**src/rtl/aes_tx_ser.sv**
```systemverilog
// Block-to-lane serializer: pops BLOCK_W-bit words from a FWFT FIFO and emits LANE_W lanes on en ticks.
// Latency: lane 0 appears on the first en edge at or after one cycle past the pop; prefetch buffer removes gaps between blocks.
// Backpressure: pops only when the prefetch buffer is free or draining this cycle; optional parity via AES_TX_PARITY_EN.
module aes_tx_ser #(
    parameter int BLOCK_W   = 128,
    parameter int LANE_W    = 8,
    parameter int MSB_FIRST = 1
) (
    input  logic               clk,
    input  logic               rst_n,
    input  logic               en,
    input  logic [BLOCK_W-1:0] data,
    input  logic               empty,
    output logic               require,
    output logic               shakehand,
    output logic [LANE_W-1:0]  tx,
    output logic               sof,
    output logic               busy
`ifdef AES_TX_PARITY_EN
    ,
    output logic               parity
`endif
);

    localparam int LANES = BLOCK_W / LANE_W;
    localparam int IDX_W = (LANES > 1) ? $clog2(LANES) : 1;
    localparam logic [IDX_W-1:0] LAST = IDX_W'(LANES - 1);

    typedef enum logic {IDLE, SEND} state_t;

    state_t             state_q, state_d;
    logic               ready_q;
    logic [BLOCK_W-1:0] buf_q, buf_d;
    logic               buf_vld_q, buf_vld_d;
    logic [BLOCK_W-1:0] cur_q, cur_d;
    logic [IDX_W-1:0]   idx_q, idx_d;
    logic [LANE_W-1:0]  tx_q, tx_d;
    logic               sof_q, sof_d;
    logic               sh_q, sh_d;
    logic               par_q, par_d;
    logic               move;
    logic               at_last;
    logic [LANE_W-1:0]  lane_nxt;

    function automatic logic [LANE_W-1:0] lane_of(input logic [BLOCK_W-1:0] w,
                                                  input logic [IDX_W-1:0]   i);
        int sh;
        sh = (MSB_FIRST != 0) ? (LANES - 1 - int'(i)) * LANE_W : int'(i) * LANE_W;
        return LANE_W'(w >> sh);
    endfunction

    always_comb begin
        state_d   = state_q;
        buf_d     = buf_q;
        buf_vld_d = buf_vld_q;
        cur_d     = cur_q;
        idx_d     = idx_q;
        tx_d      = tx_q;
        sof_d     = sof_q;
        sh_d      = sh_q;
        par_d     = par_q;

        at_last = (idx_q == LAST);
        move    = en & buf_vld_q & ((state_q == IDLE) | at_last);
        require = ready_q & ~empty & (~buf_vld_q | move);

        // A pop on the same edge as a move refills the buffer with the new head word.
        if (require) begin
            buf_d     = data;
            buf_vld_d = 1'b1;
        end else if (move) begin
            buf_vld_d = 1'b0;
        end

        lane_nxt = move ? lane_of(buf_q, '0) : lane_of(cur_q, idx_q + 1'b1);

        if (move) begin
            cur_d   = buf_q;
            idx_d   = '0;
            tx_d    = lane_nxt;
            par_d   = ^lane_nxt;
            sh_d    = ~sh_q;
            sof_d   = 1'b1;
            state_d = SEND;
        end else if (en && state_q == SEND) begin
            if (!at_last) begin
                idx_d = idx_q + 1'b1;
                tx_d  = lane_nxt;
                par_d = ^lane_nxt;
                sh_d  = ~sh_q;
                sof_d = 1'b0;
            end else begin
                state_d = IDLE;
            end
        end
    end

    always_ff @(posedge clk or negedge rst_n) begin
        if (!rst_n) begin
            state_q   <= IDLE;
            ready_q   <= 1'b0;
            buf_q     <= '0;
            buf_vld_q <= 1'b0;
            cur_q     <= '0;
            idx_q     <= '0;
            tx_q      <= '0;
            sof_q     <= 1'b0;
            sh_q      <= 1'b0;
            par_q     <= 1'b0;
        end else begin
            state_q   <= state_d;
            ready_q   <= 1'b1;
            buf_q     <= buf_d;
            buf_vld_q <= buf_vld_d;
            cur_q     <= cur_d;
            idx_q     <= idx_d;
            tx_q      <= tx_d;
            sof_q     <= sof_d;
            sh_q      <= sh_d;
            par_q     <= par_d;
        end
    end

    assign tx        = tx_q;
    assign sof       = sof_q;
    assign shakehand = sh_q;
    assign busy      = (state_q == SEND) | buf_vld_q;

`ifdef AES_TX_PARITY_EN
    assign parity = par_q;
`else
    logic unused_par;
    assign unused_par = par_q;
`endif

endmodule

```
**config.mk**
```make
export PLATFORM = sky130hd
export DESIGN_NAME = aes_tx_ser
export DESIGN_NICKNAME = d
export VERILOG_FILES = /design/src/rtl/aes_tx_ser.sv
export SDC_FILE = /design/constraint.sdc
export NUM_CORES = 1
export LEC_CHECK = 0
export CORE_UTILIZATION = 55
export DETAILED_ROUTE_END_ITERATION = 10
export GPL_TIMING_DRIVEN = 0
export PLACE_DENSITY = 0.79
export SYNTH_ARGS = -nofsm -noshare
export SYNTH_HDL_FRONTEND = slang
export SYNTH_SLANG_ARGS = --single-unit
```
**constraint.sdc**
```tcl
create_clock -name clk -period 2.6 [get_ports clk]
set_clock_uncertainty 0.05 [all_clocks]
set_input_delay 0.65 -clock clk [delete_from_list [all_inputs] [get_ports clk]]
set_output_delay 0.65 -clock clk [all_outputs]
set_load 0.01 [all_outputs]
```
==> impl_metrics.xml, run 1 <==
<?xml version="1.0" encoding="UTF-8"?>
<metrics>
  <group name="global_routing">
    <metric name="grt_pass1_vias" unit="">7031</metric>
    <metric name="final_global_route_overflow_total" unit="">0</metric>
    <metric name="antenna_found_initial" unit="">0</metric>
    <metric name="grt_first_pass_wirelength" unit="um">38760</metric>
    <metric name="pin_count_of_the_biggest_net_entering_global_routing" unit="">130</metric>
    <metric name="global_route.usage.total" unit="%">25.15</metric>
  </group>
  <group name="critical_path">
    <metric name="critical_path.reg2reg.startpoint" unit="">idx_q[1]$_DFFE_PN0P_</metric>
    <metric name="worst_setup_end_kind" unit="">output pin</metric>
    <metric name="critPathLaunch" unit="">idx_q[1]$_DFFE_PN0P_</metric>
    <metric name="cp_max_fo" unit="">3</metric>
    <metric name="critPathArrivalTime" unit="ns">1.84</metric>
    <metric name="critical_path_required" unit="ns">1.90</metric>
    <metric name="path_class" unit="">reg -&gt; out</metric>
    <metric name="startpoint_type" unit="">flip-flop</metric>
  </group>
  <group name="drt">
    <metric name="first_pass_iters" unit="">4</metric>
    <metric name="drtIter0Drc" unit="">339</metric>
    <metric name="detailroute.via_count" unit="">6480</metric>
    <metric name="vias_per_cell" unit="">5.694</metric>
    <metric name="wl" unit="um">24660</metric>
    <metric name="remaining_drcs" unit="">0</metric>
    <metric name="post_drt_wl_per_cell" unit="um">21.67</metric>
    <metric name="postRouteAntennaNets" unit="">0</metric>
  </group>
  <group name="layout">
    <metric name="finalInstanceArea" unit="um^2">14050</metric>
    <metric name="areaGrowthSynthToFinish" unit="%">25.18</metric>
    <metric name="fin_util" unit="%">71.26</metric>
    <metric name="mostFrequentLayoutCell" unit="">sky130_fd_sc_hd__dfrtp_1</metric>
    <metric name="drive_above_1_share" unit="%">32.88</metric>
    <metric name="number_of_diodes" unit="">0</metric>
    <metric name="num-nets-final" unit="">986</metric>
    <metric name="most-common-layout-cells" unit="">sky130_fd_sc_hd__dfrtp_1, sky130_fd_sc_hd__mux2_2, sky130_fd_sc_hd__clkdlybuf4s50_1</metric>
  </group>
  <group name="clocking">
    <metric name="cts_tree" unit="">yes</metric>
    <metric name="clkSinkCount" unit="">273</metric>
    <metric name="numCtsBuffers" unit="">28</metric>
    <metric name="ctsHtreeMaxLevel" unit="">1</metric>
    <metric name="max-clock-path-buffers" unit="">3</metric>
    <metric name="root_buffer" unit="">sky130_fd_sc_hd__clkbuf_16</metric>
    <metric name="clk_latency" unit="ns">0.53</metric>
    <metric name="cts.clk_slew.worst_paths" unit="ns">0.06</metric>
  </group>
  <group name="floorplan">
    <metric name="ioPinCount" unit="">144</metric>
    <metric name="floorplan.rows" unit="">51</metric>
    <metric name="die-width" unit="um">144.9</metric>
    <metric name="design.core.area" unit="um^2">19720</metric>
    <metric name="floorplan.initialDensity" unit="%">56.93</metric>
    <metric name="die-area" unit="um^2">20980</metric>
    <metric name="dieHeight" unit="um">144.9</metric>
  </group>
  <group name="timing">
    <metric name="final.setup.tns" unit="ns">0</metric>
    <metric name="finalMaxSlewViolations" unit="">0</metric>
    <metric name="period_minus_slack" unit="ns">2.540</metric>
    <metric name="hold_violations" unit="">0</metric>
    <metric name="setup_viol" unit="">0</metric>
    <metric name="tightest_slew" unit="ns">0.7717</metric>
    <metric name="maxClockFrequency" unit="MHz">393.6</metric>
    <metric name="max-slew-margin-rel" unit="%">48.01</metric>
    <metric name="post-route-period-util" unit="%">97.71</metric>
  </group>
  <group name="placement">
    <metric name="globalplace.congestion" unit="">0.8618</metric>
    <metric name="place.port_buffers" unit="">142</metric>
    <metric name="placedInstanceArea" unit="um^2">13040</metric>
    <metric name="place.detailed.hpwl" unit="um">17260</metric>
  </group>
  <group name="logic_synthesis">
    <metric name="synth.cell_area" unit="um^2">11220</metric>
    <metric name="synth_sequential_area_ratio" unit="%">60.86</metric>
    <metric name="mappedNetlistNets" unit="">808</metric>
    <metric name="dominant_cell_type_by_area_after_synthesis" unit="">sky130_fd_sc_hd__dfrtp_1</metric>
    <metric name="post_synth_edffs" unit="">0</metric>
    <metric name="postSynthCellCount" unit="">675</metric>
    <metric name="synth-async-reset-ratio" unit="%">100.0</metric>
    <metric name="total_of_warnings_raised_by_yosys" unit="">0</metric>
    <metric name="synthTopCellsByArea" unit="">sky130_fd_sc_hd__dfrtp_1, sky130_fd_sc_hd__mux2_2, sky130_fd_sc_hd__mux2_1</metric>
    <metric name="synth.distinct_cells" unit="">30</metric>
    <metric name="post_synth.cell_area_avg" unit="um^2">16.63</metric>
    <metric name="yosys_register_bits" unit="">273</metric>
    <metric name="ys_dominant_reg_cell" unit="">sky130_fd_sc_hd__dfrtp_1</metric>
    <metric name="synth_largest_type_area_fraction" unit="%">60.86</metric>
  </group>
  <group name="outcome">
    <metric name="run_status" unit="">finished clean</metric>
  </group>
  <group name="worst_hold_path">
    <metric name="hold_start" unit="">buf_q[0]$_DFFE_PN0P_</metric>
    <metric name="hp-class" unit="">reg -&gt; reg</metric>
  </group>
  <group name="flow_run">
    <metric name="max_cap_viol_count" unit="">0</metric>
  </group>
  <group name="power_and_ir_drop">
    <metric name="leakagePower" unit="nW">6.334</metric>
    <metric name="power_density" unit="nW/um^2">1117</metric>
    <metric name="vdd_drop_max" unit="mV">0.6269</metric>
  </group>
</metrics>
-- state kept, by name, summed over array words and instances, names as in the netlist --
| register | flops |
|---|---|
| buf_q | 128 |
| shakehand | 1 |
| tx | 8 |
| cur_q | 128 |
| sof | 1 |
| buf_vld_q | 1 |
| idx_q | 4 |
| ready_q | 1 |
| state_q | 1 |
-- layer usage --
layer / part of all wire, % / track usage [%] / vias up
li1: - / - / 2829
met4: 3.3 / 8.920 / 0
met5: 0 / 0 / -
met3: 6.1 / 3.192 / 55
met1: 41 / 34.29 / 3376
met2: 50 / 41.85 / 220
-- critical path, cell delays in order (launching register included) --
cell	delay, ns
sky130_fd_sc_hd__dfrtp_2	0.45
sky130_fd_sc_hd__ha_4	0.19
sky130_fd_sc_hd__a31oi_4	0.17
sky130_fd_sc_hd__nand2b_4	0.17
sky130_fd_sc_hd__a21oi_4	0.07
sky130_fd_sc_hd__buf_12	0.13
sky130_fd_sc_hd__buf_2	0.13
-- where the power goes --
group,internal (W),switching [W]
combinational,0.00269,0.00193
clock,0.00233,0.00158
sequential,0.00611,0.00107
-- final cells by class --
| type | count | area (um^2) |
|---|---|---|
| sequential | 273 | 6834 |
| fill | 1230 | 5667 |
| multi-input combinational | 361 | 4207 |
| timing repair buffer | 149 | 1519 |
| clock buffer | 41 | 840.8 |
| tap | 265 | 331.6 |
| buffer | 39 | 241.5 |
| clock inverter | 9 | 73.82 |
| inverter | 1 | 3.754 |
-- stage by stage --
stage | instances | hold slack [ns] | worst slack (ns) | power, W
6_report | 1138 | 0.4313 | 0.05964 | 0.01570
5_1_grt | 1138 | 0.4464 | -0.02627 | 0.01652
4_1_cts | 1138 | 0.4371 | 0.02952 | 0.01581
3_5_place_dp | 1084 | 0.4114 | -0.6504 | 0.01179
3_3_place_gp | 1082 | 0.4128 | -9.897 | 0.01145
2_1_floorplan | 675 | 0.3044 | 0.3132 | 0.01001
-- worst paths after layout --
| path | endpoint | slack [ns] | cells past startpoint |
|---|---|---|---|
| min reg2reg | buf_q[0]$_DFFE_PN0P_ | 0.43 | 1 |
| max reg2reg | tx[3]$_DFFE_PN0P_ | 0.09 | 7 |
| min | buf_q[0]$_DFFE_PN0P_ | 0.43 | 1 |
| max | require | 0.06 | 6 |
| max in group asynchronous | cur_q[67]$_DFFE_PN0P_ | 1.12 | 3 |
| min in group asynchronous | buf_q[59]$_DFFE_PN0P_ | 0.50 | 2 |
-- cells by family (layout without fill, tap and decap cells) --
family,count (synthesis),in the layout,synth area share [%]
adders and majority gates,1,1,0.1115
AOI/OAI and AO/OA,36,36,2.374
xor gates and xnor gates,3,3,0.3010
DFF,273,273,60.86
other,1,1,0.03341
and+or+nand+nor,16,16,0.6354
muxes,304,304,33.64
buffers and inverters,41,239,2.040
-- Yosys cell counts, types with 2 or more instances --
| library cell | number |
|---|---|
| sky130_fd_sc_hd__xnor2_1 | 2 |
| sky130_fd_sc_hd__mux4_2 | 33 |
| sky130_fd_sc_hd__o2bb2ai_1 | 7 |
| sky130_fd_sc_hd__o22a_1 | 7 |
| sky130_fd_sc_hd__o21ai_0 | 12 |
| sky130_fd_sc_hd__nor2_1 | 3 |
| sky130_fd_sc_hd__nand2_1 | 8 |
| sky130_fd_sc_hd__clkbuf_1 | 5 |
| sky130_fd_sc_hd__mux2_1 | 100 |
| sky130_fd_sc_hd__mux2i_1 | 15 |
| sky130_fd_sc_hd__dfrtp_1 | 273 |
| sky130_fd_sc_hd__nand2b_1 | 2 |
| sky130_fd_sc_hd__buf_4 | 13 |
| sky130_fd_sc_hd__buf_2 | 21 |
| sky130_fd_sc_hd__mux2_2 | 156 |
| sky130_fd_sc_hd__a21oi_1 | 4 |
-- what timing repair did --
| item | 4_1_cts | 5_1_grt |
|---|---|---|
| pin swaps | 3 | 0 |
| hold endpoints to repair | 20 | 0 |
| hold buffers | 1 | 0 |
| gates resized for setup | 16 | 6 |
| endpoints found under the setup margin | 9 | 10 |
| setup buffers | 4 | 0 |
Power figures use the tool's default switching activity.
==> inputs of run 2 (changes only) <==
--- a/config.mk
+++ b/config.mk
@@ -13,2 +13,3 @@
 export SYNTH_HDL_FRONTEND = slang
 export SYNTH_SLANG_ARGS = --single-unit
+export TNS_END_PERCENT = 10
==> constraint.sdc (replaced) <==
create_clock -name clk -period 2.6 [get_ports clk]
set_clock_uncertainty 0.05 [all_clocks]
set_input_delay 0.52 -clock clk [delete_from_list [all_inputs] [get_ports clk]]
set_output_delay 0.52 -clock clk [all_outputs]
set_load 0.01 [all_outputs]
==> impl_metrics.xml, run 2 (synthesized netlist as in run 1, its figures left out) <==
<?xml version="1.0" encoding="UTF-8"?>
<metrics>
  <group name="outcome">
    <metric name="run_status" unit="">finished clean</metric>
  </group>
  <group name="critical_path">
    <metric name="worst_setup_end_kind" unit="">output pin</metric>
    <metric name="cp_max_fo" unit="">3</metric>
    <metric name="critical_path_required" unit="ns">2.03</metric>
    <metric name="critPathArrivalTime" unit="ns">1.99</metric>
    <metric name="startpoint_type" unit="">flip-flop</metric>
    <metric name="path_class" unit="">reg -&gt; out</metric>
  </group>
  <group name="timing">
    <metric name="setup_viol" unit="">0</metric>
    <metric name="post-route-period-util" unit="%">98.27</metric>
    <metric name="rsz0062_at_grt" unit="">true</metric>
    <metric name="max-slew-margin-rel" unit="%">49.27</metric>
    <metric name="final_critical_path_setup_slack" unit="ns">0.04487</metric>
    <metric name="worst_hold_slack" unit="ns">0.3661</metric>
    <metric name="tightest_slew" unit="ns">0.7530</metric>
    <metric name="maxClockFrequency" unit="MHz">391.4</metric>
    <metric name="hold_violations" unit="">0</metric>
    <metric name="finalMaxSlewViolations" unit="">0</metric>
    <metric name="period_minus_slack" unit="ns">2.555</metric>
  </group>
  <group name="global_routing">
    <metric name="final_global_route_overflow_total" unit="">0</metric>
    <metric name="pin_count_of_the_biggest_net_entering_global_routing" unit="">130</metric>
    <metric name="global_route.usage.total" unit="%">25.15</metric>
    <metric name="grt_pass1_vias" unit="">7031</metric>
    <metric name="grt_first_pass_wirelength" unit="um">38760</metric>
    <metric name="antenna_found_initial" unit="">0</metric>
  </group>
  <group name="placement">
    <metric name="place.detailed.hpwl" unit="um">17260</metric>
    <metric name="globalplace.congestion" unit="">0.8618</metric>
    <metric name="placedInstanceArea" unit="um^2">13040</metric>
    <metric name="place_worst_setup_slack" unit="ns">-0.3904</metric>
    <metric name="place.port_buffers" unit="">142</metric>
  </group>
  <group name="drt">
    <metric name="wl" unit="um">24680</metric>
    <metric name="vias_per_cell" unit="">5.669</metric>
    <metric name="route.met3.wl" unit="um">1570</metric>
    <metric name="maxUsedRoutingLayer" unit="">met4</metric>
    <metric name="detailroute.via_count" unit="">6451</metric>
    <metric name="wl_met2" unit="um">12270</metric>
    <metric name="remaining_drcs" unit="">0</metric>
    <metric name="postRouteAntennaNets" unit="">0</metric>
    <metric name="post_drt_wl_per_cell" unit="um">21.69</metric>
    <metric name="wire_length_on_met1" unit="um">10030</metric>
    <metric name="first_pass_iters" unit="">4</metric>
    <metric name="drtIter0Drc" unit="">340</metric>
  </group>
  <group name="floorplan">
    <metric name="floorplan.rows" unit="">51</metric>
    <metric name="floorplan.initialDensity" unit="%">56.93</metric>
    <metric name="ioPinCount" unit="">144</metric>
    <metric name="dieHeight" unit="um">144.9</metric>
    <metric name="die-width" unit="um">144.9</metric>
    <metric name="design.core.area" unit="um^2">19720</metric>
    <metric name="die-area" unit="um^2">20980</metric>
  </group>
  <group name="clocking">
    <metric name="cts.clk_slew.worst_paths" unit="ns">0.06</metric>
    <metric name="root_buffer" unit="">sky130_fd_sc_hd__clkbuf_16</metric>
    <metric name="cts_tree" unit="">yes</metric>
    <metric name="clk_latency" unit="ns">0.53</metric>
    <metric name="clkSinkCount" unit="">273</metric>
    <metric name="max-clock-path-buffers" unit="">3</metric>
    <metric name="ctsHtreeMaxLevel" unit="">1</metric>
    <metric name="numCtsBuffers" unit="">28</metric>
  </group>
  <group name="layout">
    <metric name="areaGrowthSynthToFinish" unit="%">25.18</metric>
    <metric name="number_of_diodes" unit="">0</metric>
    <metric name="num-nets-final" unit="">986</metric>
    <metric name="finalInstanceArea" unit="um^2">14050</metric>
    <metric name="mostFrequentLayoutCell" unit="">sky130_fd_sc_hd__dfrtp_1</metric>
    <metric name="fin_util" unit="%">71.26</metric>
    <metric name="most-common-layout-cells" unit="">sky130_fd_sc_hd__dfrtp_1, sky130_fd_sc_hd__mux2_2, sky130_fd_sc_hd__clkdlybuf4s50_1</metric>
    <metric name="drive_above_1_share" unit="%">32.65</metric>
  </group>
  <group name="power_and_ir_drop">
    <metric name="vdd_drop_max" unit="mV">0.6267</metric>
    <metric name="fin_total_pwr" unit="W">0.01570</metric>
    <metric name="power_density" unit="nW/um^2">1117</metric>
    <metric name="leakagePower" unit="nW">6.338</metric>
  </group>
  <group name="flow_run">
    <metric name="max_cap_viol_count" unit="">0</metric>
  </group>
  <group name="worst_hold_path">
    <metric name="hp-class" unit="">in -&gt; async</metric>
  </group>
</metrics>
-- run 2: worst paths after layout --
kind	start	slack (ns)	cells after the start	to
hold reg to reg	buf_q[0]$_DFFE_PN0P_	0.43	1	buf_q[0]$_DFFE_PN0P_
min in group clk	en	0.38	2	sof$_DFFE_PN0P_
hold / removal	rst_n	0.37	2	buf_q[59]$_DFFE_PN0P_
setup / recovery	idx_q[1]$_DFFE_PN0P_	0.04	6	require
setup reg to reg	idx_q[1]$_DFFE_PN0P_	0.07	7	tx[3]$_DFFE_PN0P_
max in group asynchronous	rst_n	1.25	3	buf_q[68]$_DFFE_PN0P_
-- run 2: what timing repair did --
| item | CTS | global route |
|---|---|---|
| hold buffers | 1 | 0 |
| hold endpoints to repair | 20 | 0 |
| gates cloned | 0 | 0 |
| endpoints found under the setup margin | 9 | 9 |
| resized for setup | 13 | 4 |
| buffers inserted | 4 | 0 |
| pin swaps | 3 | 0 |
-- run 2: area by class of cell --
cell class	count	area (um^2)
flip-flops and latches	273	6833
fillers	1231	5667
multi-input cells	361	4207
repair buffers	149	1520
clock buffers	41	840.8
well taps	265	331.6
plain buffers	39	241.5
clock inverters	9	73.82
inverters	1	3.754
-- run 2: where the power goes --
group	switching (W)	total [W]	internal (W)
clock	0.00158	0.00391	0.00233
combinational	0.00193	0.00462	0.00269
sequential	0.00106	0.00717	0.00611
total	0.00457	0.0157	0.0111
-- run 2: metal layers --
layer | vias to the layer above | GRT usage [%]
li1 | 2822 | -
met1 | 3359 | 34.29
met2 | 214 | 41.85
met3 | 56 | 3.192
met4 | 0 | 8.920
met5 | - | 0
-- run 2: per-stage QoR --
| stage | cells | setup TNS, ns |
|---|---|---|
| finish | 1138 | 0 |
| global route | 1138 | -0.07060 |
| CTS | 1138 | 0 |
| detailed placement | 1084 | -1.698 |
| global placement | 1082 | -2663.11 |
| floorplan | 675 | 0 |
-- run 2: worst max-delay path: stages (launching register included) --
cell	delay, ns
sky130_fd_sc_hd__dfrtp_2	0.44
sky130_fd_sc_hd__ha_4	0.19
sky130_fd_sc_hd__a31oi_4	0.17
sky130_fd_sc_hd__nand2b_4	0.17
sky130_fd_sc_hd__a21oi_4	0.07
sky130_fd_sc_hd__buf_12	0.13
sky130_fd_sc_hd__dlygate4sd2_1	0.27
==> inputs of run 3 (changes only) <==
CORE_UTILIZATION = 40   (was 55)
CTS_CLUSTER_DIAMETER = 100   (was not set)
PLACE_DENSITY = not set   (was 0.79)
clock period = 2.45 ns   (was 2.6 ns; I/O delays follow)
==> impl_metrics.xml, run 3 (synthesized netlist as in run 1, its figures left out) <==
<?xml version="1.0" encoding="UTF-8"?>
<metrics>
  <group name="outcome">
    <metric name="run_status" unit="">finished clean</metric>
  </group>
  <group name="critical_path">
    <metric name="startpoint_type" unit="">flip-flop</metric>
    <metric name="critical_path_required" unit="ns">1.91</metric>
    <metric name="worst_setup_end_kind" unit="">output pin</metric>
    <metric name="critical_path.top_delay_family" unit="">flip-flops</metric>
    <metric name="cp_max_fo" unit="">3</metric>
    <metric name="critPathMaxStageDelay" unit="ns">0.41</metric>
    <metric name="critPathArrivalTime" unit="ns">1.90</metric>
    <metric name="number_of_buffer_and_inverter_stages_on_the_critical_path" unit="">2</metric>
    <metric name="path_class" unit="">reg -&gt; out</metric>
    <metric name="crit_path_top_delay_cell" unit="">sky130_fd_sc_hd__dfrtp_1</metric>
    <metric name="cp_cell_sequence" unit="">ha_4 -&gt; a31oi_4 -&gt; nand2b_4 -&gt; a21oi_4 -&gt; buf_12 -&gt; clkdlybuf4s15_1</metric>
  </group>
  <group name="floorplan">
    <metric name="die-area" unit="um^2">28740</metric>
    <metric name="die-width" unit="um">169.5</metric>
    <metric name="dieHeight" unit="um">169.5</metric>
    <metric name="floorplan.initialDensity" unit="%">41.19</metric>
    <metric name="ioPinCount" unit="">144</metric>
    <metric name="design.core.area" unit="um^2">27250</metric>
    <metric name="floorplan.rows" unit="">60</metric>
  </group>
  <group name="drt">
    <metric name="post_drt_wl_per_cell" unit="um">20.83</metric>
    <metric name="detailroute.via_count" unit="">6331</metric>
    <metric name="wl" unit="um">25970</metric>
    <metric name="first_pass_iters" unit="">4</metric>
    <metric name="drtIter0Drc" unit="">256</metric>
    <metric name="postRouteAntennaNets" unit="">0</metric>
    <metric name="vias_per_cell" unit="">5.077</metric>
    <metric name="remaining_drcs" unit="">0</metric>
  </group>
  <group name="timing">
    <metric name="period_minus_slack" unit="ns">2.437</metric>
    <metric name="final.setup.tns" unit="ns">0</metric>
    <metric name="post-route-period-util" unit="%">99.47</metric>
    <metric name="finalMaxSlewViolations" unit="">0</metric>
    <metric name="rsz0062_at_grt" unit="">true</metric>
    <metric name="final_critical_path_setup_slack" unit="ns">0.01307</metric>
    <metric name="maxClockFrequency" unit="MHz">410.4</metric>
    <metric name="max-slew-margin-rel" unit="%">45.83</metric>
    <metric name="tightest_slew" unit="ns">0.8041</metric>
    <metric name="hold_violations" unit="">0</metric>
    <metric name="setup_viol" unit="">0</metric>
  </group>
  <group name="clocking">
    <metric name="clkSinkCount" unit="">273</metric>
    <metric name="clk_latency" unit="ns">0.54</metric>
    <metric name="cts.clk_slew.worst_paths" unit="ns">0.06</metric>
    <metric name="numCtsBuffers" unit="">29</metric>
    <metric name="ctsHtreeMaxLevel" unit="">1</metric>
    <metric name="root_buffer" unit="">sky130_fd_sc_hd__clkbuf_16</metric>
    <metric name="cts_tree" unit="">yes</metric>
    <metric name="max-clock-path-buffers" unit="">3</metric>
  </group>
  <group name="layout">
    <metric name="number_of_diodes" unit="">0</metric>
    <metric name="most-common-layout-cells" unit="">sky130_fd_sc_hd__dfrtp_1, sky130_fd_sc_hd__mux2_2, sky130_fd_sc_hd__clkdlybuf4s50_1</metric>
    <metric name="area.sequential" unit="um^2">6834</metric>
    <metric name="fill_cells" unit="">2218</metric>
    <metric name="num-nets-final" unit="">986</metric>
    <metric name="multi_input_comb_area" unit="um^2">4219</metric>
    <metric name="drive_above_1_share" unit="%">33.37</metric>
    <metric name="mostFrequentLayoutCell" unit="">sky130_fd_sc_hd__dfrtp_1</metric>
    <metric name="areaGrowthSynthToFinish" unit="%">27.20</metric>
    <metric name="finalInstanceArea" unit="um^2">14280</metric>
    <metric name="fin_util" unit="%">52.39</metric>
  </group>
  <group name="flow_run">
    <metric name="max_cap_viol_count" unit="">0</metric>
  </group>
  <group name="worst_hold_path">
    <metric name="hp-class" unit="">in -&gt; reg</metric>
  </group>
  <group name="global_routing">
    <metric name="grt_first_pass_wirelength" unit="um">41300</metric>
    <metric name="global_route.usage.total" unit="%">19.05</metric>
    <metric name="antenna_found_initial" unit="">0</metric>
    <metric name="grt_pass1_vias" unit="">7129</metric>
    <metric name="pin_count_of_the_biggest_net_entering_global_routing" unit="">123</metric>
    <metric name="final_global_route_overflow_total" unit="">0</metric>
  </group>
  <group name="placement">
    <metric name="place_worst_setup_slack" unit="ns">-0.4968</metric>
    <metric name="placedInstanceArea" unit="um^2">13170</metric>
    <metric name="globalplace.congestion" unit="">0.8406</metric>
    <metric name="place.detailed.hpwl" unit="um">18430</metric>
    <metric name="place.port_buffers" unit="">142</metric>
  </group>
  <group name="power_and_ir_drop">
    <metric name="leakagePower" unit="nW">6.365</metric>
    <metric name="vdd_drop_max" unit="mV">0.5805</metric>
    <metric name="power_density" unit="nW/um^2">1190</metric>
  </group>
</metrics>
## run 3: changes by cell type in the layout (fill, tap and decap cells not counted), moves of 2 or more
cell / before / now
sky130_fd_sc_hd__clkbuf_1: 8 / 6
sky130_fd_sc_hd__mux2i_1: 15 / 13
sky130_fd_sc_hd__mux2i_2: 0 / 2
sky130_fd_sc_hd__clkbuf_4: 3 / 0
sky130_fd_sc_hd__buf_6: 0 / 2
sky130_fd_sc_hd__clkbuf_8: 7 / 14
## run 3: worst register-to-register path, stage by stage (launching register included)
cell                        delay (ns)
sky130_fd_sc_hd__dfrtp_1          0.39
sky130_fd_sc_hd__buf_2            0.29
sky130_fd_sc_hd__nand3_1          0.23
sky130_fd_sc_hd__xor2_4           0.39
sky130_fd_sc_hd__buf_4            0.30
sky130_fd_sc_hd__mux2i_1          0.29
sky130_fd_sc_hd__o2bb2ai_1        0.10
sky130_fd_sc_hd__o22a_1           0.19
## run 3: timing repair
action | in CTS | in global routing
resized for setup | 19 | 7
hold buffers | 1 | 0
pin swaps | 3 | 0
cloned | 0 | 0
endpoints found under the hold margin | 68 | 0
endpoints found under the setup margin | 51 | 58
buffers inserted | 4 | 0
## run 3: layout make-up
cell class	instances	area share, %
flip-flops and latches	273	47.87
well taps	372	3.260
inverters	1	0.02629
clock inverters	7	0.4206
repair buffers	149	10.66
plain buffers	38	1.779
multi-input cells	361	29.55
clock buffers	46	6.441
## run 3: final timing paths
path / cells after the start / slack [ns] / start / end
worst min-delay path: 2 / 0.40 / en / sof$_DFFE_PN0P_
min in group asynchronous: 2 / 0.45 / rst_n / buf_q[51]$_DFFE_PN0P_
worst max register to register: 7 / 0.11 / idx_q[0]$_DFFE_PN0P_ / tx[5]$_DFFE_PN0P_
worst min register to register: 1 / 0.43 / buf_q[74]$_DFFE_PN0P_ / buf_q[74]$_DFFE_PN0P_
worst max-delay path: 6 / 0.01 / idx_q[1]$_DFFE_PN0P_ / require
max in group asynchronous: 4 / 0.52 / rst_n / cur_q[67]$_DFFE_PN0P_
## run 3: metrics by stage
stage          instances  hold WS [ns]  power, W
5_1_grt             1247        0.4007   0.01801
6_report            1247        0.4048   0.01698
4_1_cts             1248        0.3581   0.01712
2_1_floorplan        675        0.1444   0.01063
3_5_place_dp        1191        0.4190   0.01257
3_3_place_gp        1189        0.4120   0.01230
## run 3: routing by layer
layer | vias to the layer above | part of all wire (%) | track usage, %
met4 | 0 | 2.6 | 5.053
li1 | 2827 | - | -
met1 | 3284 | 43 | 25.57
met3 | 49 | 6.1 | 4.501
met2 | 171 | 48 | 31.08
met5 | - | 0 | 0
## run 3: power breakdown
part	switching (W)	internal (W)
registers	0.00116	0.00648
clock network	0.00171	0.00266
logic	0.00206	0.00292
total	0.00493	0.0121
